===== config.mk =====
export PLATFORM = sky130hd
export DESIGN_NAME = fp_divider
export DESIGN_NICKNAME = d
export VERILOG_FILES = /design/src/rtl/fp_divider.sv
export SDC_FILE = /design/constraint.sdc
export NUM_CORES = 1
export LEC_CHECK = 0
export CAP_MARGIN = 10
export CELL_PAD_IN_SITES_DETAIL_PLACEMENT = 0
export CELL_PAD_IN_SITES_GLOBAL_PLACEMENT = 2
export CORE_MARGIN = 1.5
export CORE_UTILIZATION = 30
export CTS_CLUSTER_SIZE = 30
export DETAILED_ROUTE_END_ITERATION = 6
export PLACE_DENSITY_LB_ADDON = 0.1
export SLEW_MARGIN = 0
export SYNTH_ARGS = -nofsm -noshare
export SYNTH_HDL_FRONTEND = slang
export SYNTH_SLANG_ARGS = --single-unit

===== constraint.sdc =====
create_clock -name clk_in -period 5.7 [get_ports clk_in]
set_clock_uncertainty 0.15 [all_clocks]
set_input_delay 0.855 -clock clk_in [delete_from_list [all_inputs] [get_ports clk_in]]
set_output_delay 0.855 -clock clk_in [all_outputs]
set_load 0.01 [all_outputs]

===== src/rtl/fp_divider.sv =====
// fp_divider: a_in / b_in by radix-2 restoring mantissa division, one quotient bit per clock.
// Optional FP_DIV_STICKY_EN selects round-to-nearest-even; otherwise it rounds half-up on the guard bit.
// Latency: M+5 cycles for normal operands and 1 cycle for zero operands. A start while busy is ignored.
module fp_divider #(
  parameter int EXP_WIDTH      = 8,
  parameter int MANTISSA_WIDTH = 23
) (
  input  logic                                clk_in,
  input  logic                                rst_in,
  input  logic                                start_in,
  input  logic [EXP_WIDTH+MANTISSA_WIDTH:0]   a_in,
  input  logic [EXP_WIDTH+MANTISSA_WIDTH:0]   b_in,
  output logic                                busy_out,
  output logic                                done_out,
  output logic [EXP_WIDTH+MANTISSA_WIDTH:0]   fpd_out,
  output logic                                overflow_out,
  output logic                                underflow_out,
  output logic                                div_by_zero_out
);
  localparam int M    = MANTISSA_WIDTH;
  localparam int E    = EXP_WIDTH;
  localparam int W    = E + M + 1;
  localparam int EW   = E + 2;
  localparam int BIAS = 2 ** (E - 1) - 1;
  localparam int CW   = $clog2(M + 3);
  localparam logic [EW-1:0] E_MAX = EW'(2 ** E - 1);

  typedef enum logic [1:0] {IDLE, DIVIDE, NORMALIZE, DONE} state_t;
  state_t state_q, state_d;

  logic          sign_q;
  logic [EW-1:0] e_q;
  logic [M+1:0]  rem_q;
  logic [M:0]    dvsr_q;
  logic [M+2:0]  q_q;
  logic [CW-1:0] cnt_q;

  logic a_zero, b_zero, special, accept;
  assign a_zero  = (a_in[W-2:0] == '0);
  assign b_zero  = (b_in[W-2:0] == '0);
  assign special = a_zero | b_zero;

  always_comb begin
    state_d  = state_q;
    busy_out = 1'b0;
    done_out = 1'b0;
    accept   = 1'b0;
    case (state_q)
      IDLE, DONE: begin
        done_out = (state_q == DONE);
        state_d  = IDLE;
        if (start_in) begin
          accept  = 1'b1;
          state_d = special ? DONE : DIVIDE;
        end
      end
      DIVIDE: begin
        busy_out = 1'b1;
        if (cnt_q == CW'(M + 2)) state_d = NORMALIZE;
      end
      NORMALIZE: begin
        busy_out = 1'b1;
        state_d  = DONE;
      end
      default: state_d = IDLE;
    endcase
  end

  always_ff @(posedge clk_in) begin
    if (rst_in) state_q <= IDLE;
    else        state_q <= state_d;
  end

  // Compare-then-shift keeps the partial remainder below 2*divisor, so M+2 bits suffice.
  logic [M+2:0] trial;
  logic         q_bit;
  logic [M+1:0] rem_keep, rem_nxt;
  assign trial    = {1'b0, rem_q} - {2'b00, dvsr_q};
  assign q_bit    = ~trial[M+2];
  assign rem_keep = q_bit ? trial[M+1:0] : rem_q;
  assign rem_nxt  = {rem_keep[M:0], 1'b0};

  logic [M-1:0]  frac_n, frac_r;
  logic [M:0]    frac_sum;
  logic          guard, round_up, ovf, unf;
  logic [EW-1:0] e_n, e_r;
`ifdef FP_DIV_STICKY_EN
  logic          sticky;
`endif

  always_comb begin
    frac_n = q_q[M:1];
    guard  = q_q[0];
    e_n    = e_q - EW'(1);
`ifdef FP_DIV_STICKY_EN
    sticky = (rem_q != '0);
`endif
    if (q_q[M+2]) begin
      frac_n = q_q[M+1:2];
      guard  = q_q[1];
      e_n    = e_q;
`ifdef FP_DIV_STICKY_EN
      sticky = (rem_q != '0) | q_q[0];
`endif
    end
`ifdef FP_DIV_STICKY_EN
    round_up = guard & (sticky | frac_n[0]);
`else
    round_up = guard;
`endif
    frac_sum = {1'b0, frac_n} + {{M{1'b0}}, round_up};
    frac_r   = frac_sum[M-1:0];
    e_r      = e_n + {{(EW-1){1'b0}}, frac_sum[M]};
    // e_r is two's complement; its MSB marks a negative exponent.
    ovf      = ~e_r[EW-1] & (e_r >= E_MAX);
    unf      = e_r[EW-1] | (e_r == '0);
  end

  always_ff @(posedge clk_in) begin
    if (rst_in) begin
      sign_q          <= 1'b0;
      e_q             <= '0;
      rem_q           <= '0;
      dvsr_q          <= '0;
      q_q             <= '0;
      cnt_q           <= '0;
      fpd_out         <= '0;
      overflow_out    <= 1'b0;
      underflow_out   <= 1'b0;
      div_by_zero_out <= 1'b0;
    end else if (accept) begin
      sign_q <= a_in[W-1] ^ b_in[W-1];
      e_q    <= {2'b00, a_in[W-2:M]} - {2'b00, b_in[W-2:M]} + EW'(BIAS);
      rem_q  <= {1'b0, 1'b1, a_in[M-1:0]};
      dvsr_q <= {1'b1, b_in[M-1:0]};
      q_q    <= '0;
      cnt_q  <= '0;
      if (special) begin
        overflow_out    <= 1'b0;
        underflow_out   <= 1'b0;
        div_by_zero_out <= b_zero;
        if (b_zero) fpd_out <= {a_in[W-1] ^ b_in[W-1], {E{1'b1}}, a_zero, {(M-1){1'b0}}};
        else        fpd_out <= {a_in[W-1] ^ b_in[W-1], {(W-1){1'b0}}};
      end
    end else if (state_q == DIVIDE) begin
      rem_q <= rem_nxt;
      q_q   <= {q_q[M+1:0], q_bit};
      cnt_q <= cnt_q + CW'(1);
    end else if (state_q == NORMALIZE) begin
      overflow_out    <= ovf;
      underflow_out   <= unf & ~ovf;
      div_by_zero_out <= 1'b0;
      if (ovf)      fpd_out <= {sign_q, {E{1'b1}}, {M{1'b0}}};
      else if (unf) fpd_out <= {sign_q, {(W-1){1'b0}}};
      else          fpd_out <= {sign_q, e_r[E-1:0], frac_r};
    end
  end

endmodule


* Word level (Yosys, flattened, before mapping) *
Index checks and enable logic that the tools add are counted.

word-level totals
  flip-flop bits (word level) = 128
  input port bits = 67
  output and inout bits = 37

cells by class
  add/sub/neg operators = 7
  order comparisons = 1
  equal/unequal tests = 7
  multiplexer cells = 32
  bitwise operators = 8
  reduce and logical (&&, ||, !) cells = 10

operators by type and width
  operator                                                             count
  2-to-1 mux 32 bit                                                    4
  2-to-1 mux 31 bit                                                    3
  2-to-1 mux 24 bit                                                    3
  logical NOT 31 bit                                                   2
  subtractor 25 x 24 -> 26 bit                                         1
  adder 23 x 1 -> 24 bit                                               1
  2-to-1 mux 23 bit                                                    1
  2-to-1 mux 1 bit                                                     16
  adder 10 x 1 -> 10 bit                                               1
  adder 9 x 8 -> 10 bit (second input constant)                        1
  greater-or-equal comparator 10 x 8 -> 1 bit (second input constant)  1
  logical NOT 10 bit                                                   1
  2-to-1 mux 10 bit                                                    1
  subtractor 10 x 1 -> 10 bit (second input constant)                  1
  subtractor 8 x 8 -> 9 bit                                            1
  2-to-1 mux 2 bit                                                     3
  != test 2 bit (second input constant)                                3
  one-hot mux 2 bit (3 select lines)                                   1
  OR reduction 2 bit                                                   3
  adder 5 x 1 -> 5 bit (second input constant)                         1
  equality test 5 bit (second input constant)                          1
  equality test 2 bit (second input constant)                          2
  nonzero test 2 bit                                                   2
  inverter 1 bit                                                       3
  6 further kinds                                                      8

* Longest topological paths before layout *
  depth after elaboration = 10
  depth in mapped cells = 22
  mapped depth without buffers = 16

* Worst setup path before layout *
Ideal clock, no wire load.

  kind = reg-to-reg
  from = register q_q[25]
  to = register fpd_out[19]
  library setup time = 0.117 ns
  arrival time = 5.282 ns
  path slack = 0.151 ns
  stages on the path, launching flop included = 23
  buffers on the path = 6
  clock period less this slack = 5.549 ns
  path through = dfxtp_1 > buf_6 > clkbuf_1 > clkbuf_1 > buf_1 > mux2_2 > ha_1 > inv_1 > nor4b_1 > nand2_1 > nor2_1 > nand2_1 > nor2_1 > ha_1 > ha_1 > and2_1 > clkbuf_1 > xnor2_1 > a31oi_1 > o41ai_2 > a2111oi_4 > buf_6 > a22o_1

between the ends
  word-level cells in the longest chain between the ends = 10

ends and longest elaborated chain
  element                                                         RTL line  RTL
  from (decl)                                                     35        logic [M+2:0] q_q;
  from (signal assigned)                                          147       q_q <= {q_q[M+1:0], q_bit};
  branches (longest 6 deep; another with adder 23 x 1 -> 24 bit)  -
  2-to-1 mux 31 bit (*)                                           153       if (ovf) fpd_out <= {sign_q, {E{1'b1}}, {M{1'b0}}};
  2-to-1 mux 32 bit (*)                                           149       end else if (state_q == NORMALIZE) begin
  2-to-1 mux 32 bit (*)                                           145       end else if (state_q == DIVIDE) begin
  2-to-1 mux 32 bit (*)                                           131       end else if (accept) begin
  to (signal assigned)                                            153
  to (signal assigned)                                            154       else if (unf) fpd_out <= {sign_q, {(W-1){1'b0}}};
  to (signal assigned)                                            155       else fpd_out <= {sign_q, e_r[E-1:0], frac_r};
  to (decl)                                                       15        output logic [EXP_WIDTH+MANTISSA_WIDTH:0] fpd_out,

Mark *: on every way between the ends. The select of a mux whose other input is x is not followed.
A chain may end at the register's enable or synchronous reset.

* Worst setup path after layout *
  from = register q_q[25]
  to = register fpd_out[9]

The elaborated chain is that of the path after synthesis.

==> out/qor.csv <==
stage,metric,value,unit
setup_path,slowest CP cell,a2111oi_0,
clock_tree,clk_lat worst skew,0.43,ns
setup_path,CP Max Fanout,23,
clock_tree,clk slew on worst S/H paths,0.07,ns
layout,Area Growth Syn to Fin,22.8,%
setup_path,critical setup path kind,flip-flop to flip-flop,
layout,fill count,2868,
logic_synthesis,Synth area leaders,"dfxtp_1 (31%), ha_1 (6.5%), mux2i_1 (5.0%), a21oi_1 (4.5%), a211oi_1 (4.3%)",
clock_tree,H-Tree Depth,4,
global_route,antenna violations before repair,0,
layout,Final Util,0.377,
setup_path,Worst Setup SP,q_q[25],
setup_path,crit path to,fpd_out[9],
worst_hold_path,Tightest Hold Check Type,flip-flop to flip-flop,
clock_tree,CTS root buffer,clkbuf_16,
setup_path,CP top delay family,simple AND/OR/NAND/NOR gates,
routing,Wirelength per Cell,18.3,um
floorplanning,I/O pin cnt,104,
routing,Vias/cell,5.26,
clock_tree,clock tree buffer depth,2,
logic_synthesis,"EDFF count, synth",0,
logic_synthesis,post-synth top area share,0.309,
clock_tree,hold buffer count at CTS,0,
sta,fin. max-slew vios,0,
logic_synthesis,synthesized area per cell,8.01,um^2
sta,fin crit share,0.845,
layout,post-route cell area,0.0102,mm^2
setup_path,RR Startpoint,q_q[25],
clock_tree,CTS Sinks,128,
clock_tree,CTS tree,built,
global_route,first-pass GRT wire length,42800,um
routing,Routed Wire Length,26700,um
layout,Post-layout nets,1222,
global_route,vias in the first global route,7506,
sta,Final setup viols,0,
clock_tree,post-CTS sizing,0,
setup_path,flop2flop setup slack,0.88,ns
floorplanning,die height,169,um
logic_synthesis,Mapped Nets,1147,
floorplanning,Initial Util,0.307,
sta,Worst slew margin,0.237,
global_route,GRT overflow,0,
logic_synthesis,Post-synth top cells,"dfxtp_1 (128), nand2_1 (91), nor2_1 (90)",
routing,DR iter-0 viols,427,
pwr,Worst VDD drop,0.000262,V
placement,placed inst area,0.00961,mm^2
routing,Detail Route Antenna Nets,0,
floorplanning,Die ar.,0.0286,mm^2
global_route,largest net degree at the start of global routing,69,
outcome,status,"finished, final reports clean",
clock_tree,TritonCTS Buffers,17,
clock_tree,Post-CTS Setup Bufs,0,
sta,RSZ-0062 raised after global routing,false,
placement,Buffers on Ports,103,
setup_path,r2r endpoint,fpd_out[9],
logic_synthesis,Yosys warnings,0,
pwr,combinational power share,0.538,
pwr,clock share of power,0.224,
logic_synthesis,Yosys top cell by area,dfxtp_1,
layout,ant diodes,0,
pwr,Sw Share,0.457,
setup_path,cell mode on critical path,buf_4,
floorplanning,die boundary width,169,um
setup_path,CP peak stage delay,0.57,ns
pwr,Cell Int Power,2640,uW
setup_path,Worst Reg-to-Reg Cells,17,
placement,dpl hpwl,18800,um
setup_path,"Req. time, crit path",5.87,ns
setup_path,Critical path buffers and inverters,3,
routing,vias post-DR,7695,
sta,maximum clock frequency,208,MHz
setup_path,crit path cell chain,buf_4 > mux2_2 > nor4b_1 > buf_4 > nand2_1 > nor2_1 > nand2_1 > nor2_1 > ha_1 > ha_1 > and2_1 > nand3_1 > a2111oi_0 > and3_1 > a2111oi_4 > buf_4 > a32o_1,
pwr,leakage,0.00366,uW
pwr,Net Sw Power,2220,uW
setup_path,crit path launch type,flip-flop,
sta,fin crit period,4.82,ns
logic_synthesis,sequential fraction of the synthesis area,0.309,
logic_synthesis,Seq cells post-synth,128,
worst_hold_path,hold_sp,dvsr_q[18],
global_route,GRT Total Usage,0.190,
setup_path,CP endpoint kind,flip-flop,
routing,DRT Pass-1 Iters,4,
logic_synthesis,Mapped Area,0.00829,mm^2
setup_path,Critical Path AT,4.99,ns
routing,Post-route DRC,0,
floorplanning,area of the core,0.0270,mm^2
sta,Post-Route Setup TNS,0,ns
logic_synthesis,post-synthesis async set-or-reset flop share,0,
logic_synthesis,Yosys cell types,74,
job,max_cap viols,0,
logic_synthesis,top-count cell post-synth,dfxtp_1,
sta,final hold vios,0,
pwr,Pwr per Cell Area,478,mW/mm^2
sta,Tightest Pin Transition,1.14,ns
layout,layout cells sized above 1,0.0650,
logic_synthesis,Main synth FF type,dfxtp_1,
setup_path,Critical Path Stages,17,
floorplanning,row cnt,60,
logic_synthesis,Syn Inst Count,1035,
pwr,Tot Pwr,4870,uW
pwr,Seq pwr share,0.238,
placement,placer congestion estimate,0.803,
cells by family (layout without fill, tap and decap cells):
family          count (synthesis)  count (layout)  synth area share
mux                            46              46            0.0563
fa+ha+maj                      45              45            0.0697
compound gates                302             302             0.256
simple gates                  320             320             0.185
xor+xnor                       55              55            0.0581
buf+inv                       139             227            0.0661
flops                         128             128             0.309
flip-flops by register name, summed over array words and instances (netlist names):
name	cells
underflow_out	1
fpd_out	32
overflow_out	1
cnt_q	5
sign_q	1
div_by_zero_out	1
state_q	2
rem_q	25
q_q	26
dvsr_q	24
e_q	10
final cells by class:
class | count | area, um^2 | area share
inverters | 77 | 289 | 0.0284
well taps | 341 | 427 | 0.0419
multi-input cells | 768 | 5190 | 0.510
repair buffers | 118 | 1140 | 0.112
flip-flops and latches | 128 | 2560 | 0.252
clock inverters | 13 | 128 | 0.0125
clock buffers | 19 | 443 | 0.0435
worst min-delay path by stage:
| stage | endpoint | slack [ns] | cells after the start |
|---|---|---|---|
| after floorplan | dvsr_q[23] | 0.29 | 2 |
| after CTS | dvsr_q[21] | 0.31 | 2 |
| after global placement | underflow_out | 0.29 | 1 |
| after detailed placement | dvsr_q[21] | 0.30 | 2 |
| after global routing | dvsr_q[18] | 0.32 | 2 |
| final | dvsr_q[18] | 0.30 | 2 |
metrics by stage:
| stage | hold WS (ns) | setup slack (ns) | cells |
|---|---|---|---|
| 6_report | 0.303 | 0.883 | 1464 |
| 3_3_place_gp | 0.289 | 0.977 | 1432 |
| 4_1_cts | 0.308 | 0.875 | 1464 |
| 5_1_grt | 0.324 | 0.351 | 1464 |
| 3_5_place_dp | 0.299 | 0.895 | 1432 |
| 2_1_floorplan | 0.285 | 0.151 | 1035 |
worst min-delay path: stages, from the launching register on:
cell     delay, ns
dfxtp_1       0.31
nand2_1       0.05
a21oi_1       0.05
routing by layer:
metal / wire (um) / vias up / GRT usage
met1: 14400 / 3635 / 0.285
li1: - / 3915 / -
met5: 0 / - / 0
met4: 428 / 0 / 0.0531
met2: 10900 / 125 / 0.277
met3: 975 / 20 / 0.0329
power by group through the flow:
stage | combinational [uW] | sequential (uW) | clock, uW
detailed placement | 2610 | 1170 | 0
floorplan | 1900 | 1140 | 0
global route | 2930 | 1180 | 1160
CTS | 2630 | 1160 | 1120
global placement | 2630 | 1180 | 0
finish | 2620 | 1160 | 1090
layout by cell type, fill, tap and decap left out, types with 21 or more instances in the layout:
master / synthesis / layout
a211oi_1: 47 / 47
a21oi_1: 75 / 75
a22o_1: 21 / 21
clkdlybuf4s50_1: 0 / 102
dfxtp_1: 128 / 127
ha_1: 43 / 42
inv_1: 76 / 76
mux2i_1: 41 / 41
nand2_1: 91 / 90
nand3_1: 34 / 34
nor2_1: 90 / 89
o21ai_0: 38 / 38
o31ai_1: 21 / 21
xnor2_1: 33 / 33
xor2_1: 22 / 22
Power figures use the tool's default switching activity.
